File: src/rtl/img_pkg.sv
// Shared image-pipeline constants and types for the row assembly front end.
package img_pkg;

    localparam int unsigned PIX_W        = 8;
    localparam int unsigned ROW_LEN      = 8;
    localparam int unsigned CNT_W        = 3;
    localparam int unsigned ROWS_PER_BLK = 8;
    localparam int unsigned ROW_W        = PIX_W * ROW_LEN;

    typedef logic [PIX_W-1:0] pix_t;
    typedef logic [CNT_W-1:0] cnt_t;
    typedef logic [ROW_W-1:0] row_t;

endpackage

File: src/rtl/pixel_row_assembler_col_counter.sv
// Wrap counter with enable and synchronous active-low clear; wraps after WRAP counts.
module col_counter
    import img_pkg::*;
#(
    parameter int unsigned CNT_W = img_pkg::CNT_W,
    parameter int unsigned WRAP  = 1 << CNT_W
) (
    input  logic             clk,
    input  logic             i_clr_n,
    input  logic             i_en,
    output logic [CNT_W-1:0] o_cnt
);

    logic [CNT_W-1:0] r_cnt;

    always_ff @(posedge clk) begin
        if (!i_clr_n) begin
            r_cnt <= '0;
        end else if (i_en) begin
            r_cnt <= (r_cnt == CNT_W'(WRAP - 1)) ? '0 : r_cnt + 1'b1;
        end
    end

    assign o_cnt = r_cnt;

endmodule

File: src/rtl/pixel_row_assembler.sv
// Packs 8 accepted pixels into a row word using two ping-pong banks so input
// keeps flowing while downstream stalls; each row carries its index in the block.
module pixel_row_assembler
    import img_pkg::*;
#(
    parameter int unsigned PIX_W        = img_pkg::PIX_W,
    parameter int unsigned ROW_LEN      = img_pkg::ROW_LEN,
    parameter int unsigned CNT_W        = img_pkg::CNT_W,
    parameter int unsigned ROWS_PER_BLK = img_pkg::ROWS_PER_BLK
) (
    input  logic                     clk,
    input  logic                     rst,
    input  logic [PIX_W-1:0]         pix_in,
    input  logic                     pix_valid,
    output logic                     pix_ready,
    output logic [PIX_W*ROW_LEN-1:0] row_out,
    output logic                     row_valid,
    input  logic                     row_ready,
    output logic [CNT_W-1:0]         row_idx,
    output logic                     blk_last,
    output logic [CNT_W-1:0]         col_cnt
);

    localparam int unsigned RW = PIX_W * ROW_LEN;

    logic [RW-1:0]    r_bank [2];
    logic [1:0]       r_full;
    logic             r_wr_bank;
    logic             r_rd_bank;

    logic             w_wr_fire;
    logic             w_rd_fire;
    logic             w_row_done;
    logic [CNT_W-1:0] w_col_cnt;
    logic [CNT_W-1:0] w_row_idx;

    assign pix_ready  = !r_full[r_wr_bank];
    assign row_valid  = r_full[r_rd_bank];
    assign row_out    = r_bank[r_rd_bank];
    assign w_wr_fire  = pix_valid && pix_ready;
    assign w_rd_fire  = row_valid && row_ready;
    assign w_row_done = w_wr_fire && (w_col_cnt == CNT_W'(ROW_LEN - 1));

    col_counter #(.CNT_W(CNT_W), .WRAP(ROW_LEN)) u_col_cnt (
        .clk     (clk),
        .i_clr_n (rst),
        .i_en    (w_wr_fire),
        .o_cnt   (w_col_cnt)
    );

    col_counter #(.CNT_W(CNT_W), .WRAP(ROWS_PER_BLK)) u_row_idx (
        .clk     (clk),
        .i_clr_n (rst),
        .i_en    (w_rd_fire),
        .o_cnt   (w_row_idx)
    );

    // A completing fill always targets an empty bank and a drain a full one,
    // so the two flag updates below never touch the same bit.
    always_ff @(posedge clk) begin
        if (!rst) begin
            r_bank[0] <= '0;
            r_bank[1] <= '0;
            r_full    <= '0;
            r_wr_bank <= 1'b0;
            r_rd_bank <= 1'b0;
        end else begin
            if (w_wr_fire) begin
                r_bank[r_wr_bank][w_col_cnt*PIX_W +: PIX_W] <= pix_in;
            end
            if (w_row_done) begin
                r_full[r_wr_bank] <= 1'b1;
                r_wr_bank         <= ~r_wr_bank;
            end
            if (w_rd_fire) begin
                r_full[r_rd_bank] <= 1'b0;
                r_rd_bank         <= ~r_rd_bank;
            end
        end
    end

    assign row_idx  = w_row_idx;
    assign col_cnt  = w_col_cnt;
    assign blk_last = row_valid && (w_row_idx == CNT_W'(ROWS_PER_BLK - 1));

endmodule

File: config.mk
export PLATFORM = sky130hd
export DESIGN_NAME = pixel_row_assembler
export DESIGN_NICKNAME = d
export VERILOG_FILES = /design/src/rtl/img_pkg.sv /design/src/rtl/pixel_row_assembler_col_counter.sv /design/src/rtl/pixel_row_assembler.sv
export SDC_FILE = /design/constraint.sdc
export NUM_CORES = 1
export LEC_CHECK = 0
export ABC_AREA = 0
export BUFFER_PORTS_ARGS = -buffer_cell sky130_fd_sc_hd__buf_2
export CAP_MARGIN = 15
export CORE_MARGIN = 2
export CORE_UTILIZATION = 50
export DETAILED_ROUTE_END_ITERATION = 7
export PLACE_DENSITY = 0.76
export SLEW_MARGIN = 25
export SYNTH_ARGS = -nofsm -noshare
export SYNTH_HDL_FRONTEND = slang
export SYNTH_SLANG_ARGS = --single-unit
export TNS_END_PERCENT = 10
File: constraint.sdc
create_clock -name clk -period 3.25 [get_ports clk]
set_input_delay 0.1625 -clock clk [delete_from_list [all_inputs] [get_ports clk]]
set_output_delay 0.1625 -clock clk [all_outputs]
set_load 0.005 [all_outputs]
; Word level (Yosys, flattened, before mapping)
; Memories as Yosys holds them, arrays and structs flattened. A register that Yosys moved wholly into a read port is not among the register bits.
; Cells that the tools add are included.
[totals]
regBits = 10
ram_bits = 128
inputBits = 12
out_inout_bits = 73
wordCells = 52
memories = 1
[op_classes]
n_addsub = 3
n_lt_le_gt_ge = 4
n_eq_ne = 2
shift = 2
muxes = 22
n_bitwise = 5
reduce_logical = 8
[memory_table]
columns = memory, depth, width, read_ports, rd_ports_with_merged_regs, wr, line
row1 = r_bank, 2, 64, 1, 1, 2, pixel_row_assembler.sv:26  ; logic [RW-1:0] r_bank [2];
[ops]
columns = cell, count
row1 = two-way mux 64 bit, 3
row2 = OR reduction 64 bit, 1
row3 = "variable shift 8 x 34 -> 64 bit, first input constant", 1
row4 = indexed part select 8 x 34 -> 64 bit, 1
row5 = negation 6 -> 34 bit, 1
row6 = two-way mux 1 bit, 12
row7 = "adder 3 x 1 -> 3 bit, second input constant", 2
row8 = "equality test 3 bit, second input constant", 2
row9 = logical AND 1 bit, 6
row10 = two-way mux 2 bit, 3
row11 = two-way mux 3 bit, 2
row12 = "less-than comparator 1 x 2 -> 1 bit, second input constant", 2
row13 = bitwise AND 2 bit, 1
row14 = demux 1 bit (select 1 bit), 2
row15 = "greater-or-equal comparator 1 bit, second input constant", 2
row16 = NOT 1 bit, 2
row17 = NOT 2 bit, 1
row18 = bitwise OR 2 bit, 1
row19 = logical NOT 1 bit, 1

; Logic depth before layout (Yosys ltp)
[depth]
word_depth = 9
depth_mapped = 7
ltp_nobuf = 6

; Hierarchy
; From an unflattened synthesis, not the netlist that was laid out.
[hier_totals]
cells_unflattened = 507
area_unflattened_um2 = 6488.7
[modules_own_cells]
columns = module, instances, cells_per_inst, area_each_um2, seq_area_each_um2
row1 = pixel_row_assembler, 1, 481, 6193.4, 3943.8
row2 = col_counter, 2, 13, 147.6, 60.1

; Worst setup path after synthesis
; OpenSTA, ideal clock, no wires.
[synth_timing]
path_kind = register -> register
startpoint = register u_col_cnt.r_cnt[1], in the netlist u_col_cnt.o_cnt[1]
endpoint = memory r_bank[1][48] in the netlist's numbering (enable)
setup_time_ns = 0.374
t_arrival_ns = 2.350
t_required_ns = 2.876
slack_ns = 0.527
path_stages_with_launch = 8
n_path_buf = 1
synth_period_minus_slack_ns = 2.723
cell_sequence = dfxtp_1 > inv_1 > ha_1 > ha_1 > or3b_1 > buf_2 > or3_1 > o21ai_1
[synth_rtl]
columns = item, line
row1 = "start, declared", pixel_row_assembler_col_counter.sv:14  ; logic [CNT_W-1:0] r_cnt;
row2 = "start signal, assigned", pixel_row_assembler_col_counter.sv:20  ; r_cnt <= (r_cnt == CNT_W'(WRAP - 1)) ? '0 : r_cnt + 1'b1;
row3 = "end, declared", pixel_row_assembler.sv:26

==> results.yml <==
outcome:
  status: "finished clean"
floorplan:
  die_height_um: 116
  io_pins: 85
  dieWidth_um: 116
  start_util_pct: 51.8
  rows: 40
  coreArea_sq_um: 12100
  fp.dieArea_sq_um: 13500
placement:
  dp.cells: 704
  dp_slack_ns: 0.287
  dpl.hpwl_mm: 8.73
  gp_congestion: 0.861
  io_buffers: 84
  place_area_sq_um: 6930
logic_synthesis:
  async_flop_share_pct: 0
  synthFlopType: "edfxtp_1"
  syn_nets: 478
  yosys.area_share.adder_pct: 1.20
  synth_edf_count: 128
  yosysMostFrequentCell: "edfxtp_1"
  synth_top_family_by_area: "simple AND/OR/NAND/NOR gates"
  ys_ff_latch: 139
  synth_xor_xnor_area_share_pct: 0
  syn-cell-area_sq_um: 6280
  synth_compound_area_share_pct: 1.97
  synth_top_cell_by_area: "edfxtp_1"
  synthTopCellsByArea: "edfxtp_1, mux2_2, and2_1"
  synth_top_area_share_pct: 61.2
  ys_seq_area_share_pct: 64.7
  synthTopCellsByCount: "edfxtp_1, nor2_1, and2_1, mux2_2, nand2_1"
  synthCells: 460
  yosysUniqueCellTypes: 35
  avgSynthCellArea_sq_um: 13.6
  synth_mux_area_share_pct: 12.8
  synth_warnings: 0
  synthSimpleGateAreaFrac_pct: 17.8
clocking:
  clk_pin_slew_ns: 0.06
  post_cts_resize_count: 0
  cts_tree: "built"
  cts_buffers: 17
  clockBufferDepth: 2
  htreeDepth: 4
  postCtsHoldBufs: 0
  cts_root_buf: "clkbuf_16"
  cts.sinks: 139
  cts_setup_buffers: 0
  clk_latency_ns: 0.41
job:
  max-cap-violations: 0
sta:
  rsz0062_at_grt: "false"
  tightest_slew_ns: 0.693
  tns_ns: 0
  max_freq_mhz: 336
  whs_ns: 0.0223
  max-slew-margin-rel_pct: 53.3
  period_minus_slack_ns: 2.97
  maxSlewViolCount: 0
  period_share_pct: 91.4
  worst_slack_ns: 0.278
  skew_ns: 0.00964
  final-hold-violation-count: 0
  report.final.setup_viol: 0
power_and_ir_drop:
  power.total_mw: 4.01
  p_per_area_nw_per_um2: 537
  power.leakage_nw: 2.84
  ir_drop_v: 0.000225
grt:
  grt_start_max_net_pins: 43
  grt_pass1_wl_mm: 20.0
  grt_overflow: 0
  grt_pass1_vias: 3803
  track_usage_pct: 20.2
  antenna_found_initial: 0
cells_and_area:
  final_design_area_no_fill_sq_um: 7460
  fillers: 914
  layoutNonFillerInstCount: 735
  drive_gt1_share_pct: 35.3
  syn2layout_area_growth_pct: 18.9
  diodes: 0
  fin_util_pct: 61.6
  fin_nets: 573
worst_setup_path:
  worstSetupPathType: "reg -> reg"
  arrival_ns: 3.04
  crit_required_ns: 3.32
  worstSetupStartpointType: "flop"
  cp_max_fo: 10
  endpoint_kind: "flop"
drt:
  via_per_inst: 5.31
  vias: 3906
  routed_wl_mm: 13.0
  dr.pass1.iters: 4
  drc: 0
  ant_nets: 0
  routedWlPerCell_um: 17.6
  drtIter0Drc: 257
min_path:
  holdCritPathClass: "in -> reg"
## sequential cells by signal, summed over array words and instances, names as in the netlist, named ones only
| signal | count |
|---|---|
| r_bank | 128 |
| u_col_cnt.o_cnt | 3 |
| u_row_idx.o_cnt | 3 |
| r_full | 2 |
| r_rd_bank | 1 |
| r_wr_bank | 1 |
## layer usage
metal	wire length (um)	track usage (%)	vias to the layer above	part of all wire [%]
li1	-	-	1849	-
met1	5720	27.0	1922	44
met2	6270	32.0	121	48
met3	785	5.81	14	6.1
met4	178	7.22	0	1.4
met5	0	0	-	0
## cells by family (layout without fill, tap and decap cells)
family                   Yosys count  count (layout)
multiplexers                      72              72
flip-flops                       139             139
AND/OR/NAND/NOR                  202             202
AO/OA/AOI/OAI                     17              17
buffers and inverters             24             131
adder cells (fa/ha/maj)            6               6
## area by class of cell
| class | instances | area (sq um) | area share [%] |
|---|---|---|---|
| sequential | 139 | 4070 | 54.5 |
| multi-input combinational | 297 | 2120 | 28.4 |
| timing repair buffer | 96 | 523 | 7.01 |
| clock buffer | 17 | 425 | 5.70 |
| tap | 168 | 210 | 2.82 |
| clock inverter | 14 | 106 | 1.43 |
| inverter | 4 | 15.0 | 0.201 |
## cells in the final DEF (no fill, tap or decap), types with 4 or more instances in the layout
cell / n
nand4_1: 8
clkinvlp_4: 5
ha_1: 6
nor4_4: 4
clkinv_1: 4
nor2b_1: 4
nor2_1: 69
clkbuf_16: 17
and2_1: 67
edfxtp_1: 128
buf_4: 11
mux2_2: 65
dfxtp_1: 10
mux2i_1: 7
buf_2: 84
inv_1: 4
nand2_1: 31
## critical path, cell delays in order, from the launching register on
cell and delay, ns:
dfxtp_1 0.58, inv_1 0.08, ha_1 0.19, ha_1 0.44
or4b_4 0.58, nor4_4 0.38, nand2b_1 0.38
## path summary, 6_finish.rpt
kind | start | cells after the start | end | slack, ns
worst max-delay path | u_col_cnt.o_cnt[1] | 6 | r_bank[0][5] | 0.28
worst max register to register | u_col_cnt.o_cnt[1] | 6 | r_bank[0][5] | 0.28
worst min register to register | u_row_idx.o_cnt[2] | 2 | u_row_idx.o_cnt[2] | 0.49
worst min-delay path | row_ready | 2 | flop | 0.02
## power breakdown
part	leakage [nW]	total [mW]	switching [mW]	internal (mW)
clock	0.247	1.73	0.696	1.03
sequential	1.41	2.04	0.0248	2.01
combinational	1.18	0.244	0.155	0.0889
total	2.84	4.01	0.875	3.13
No activity file was read; power rests on OpenSTA's default activity.
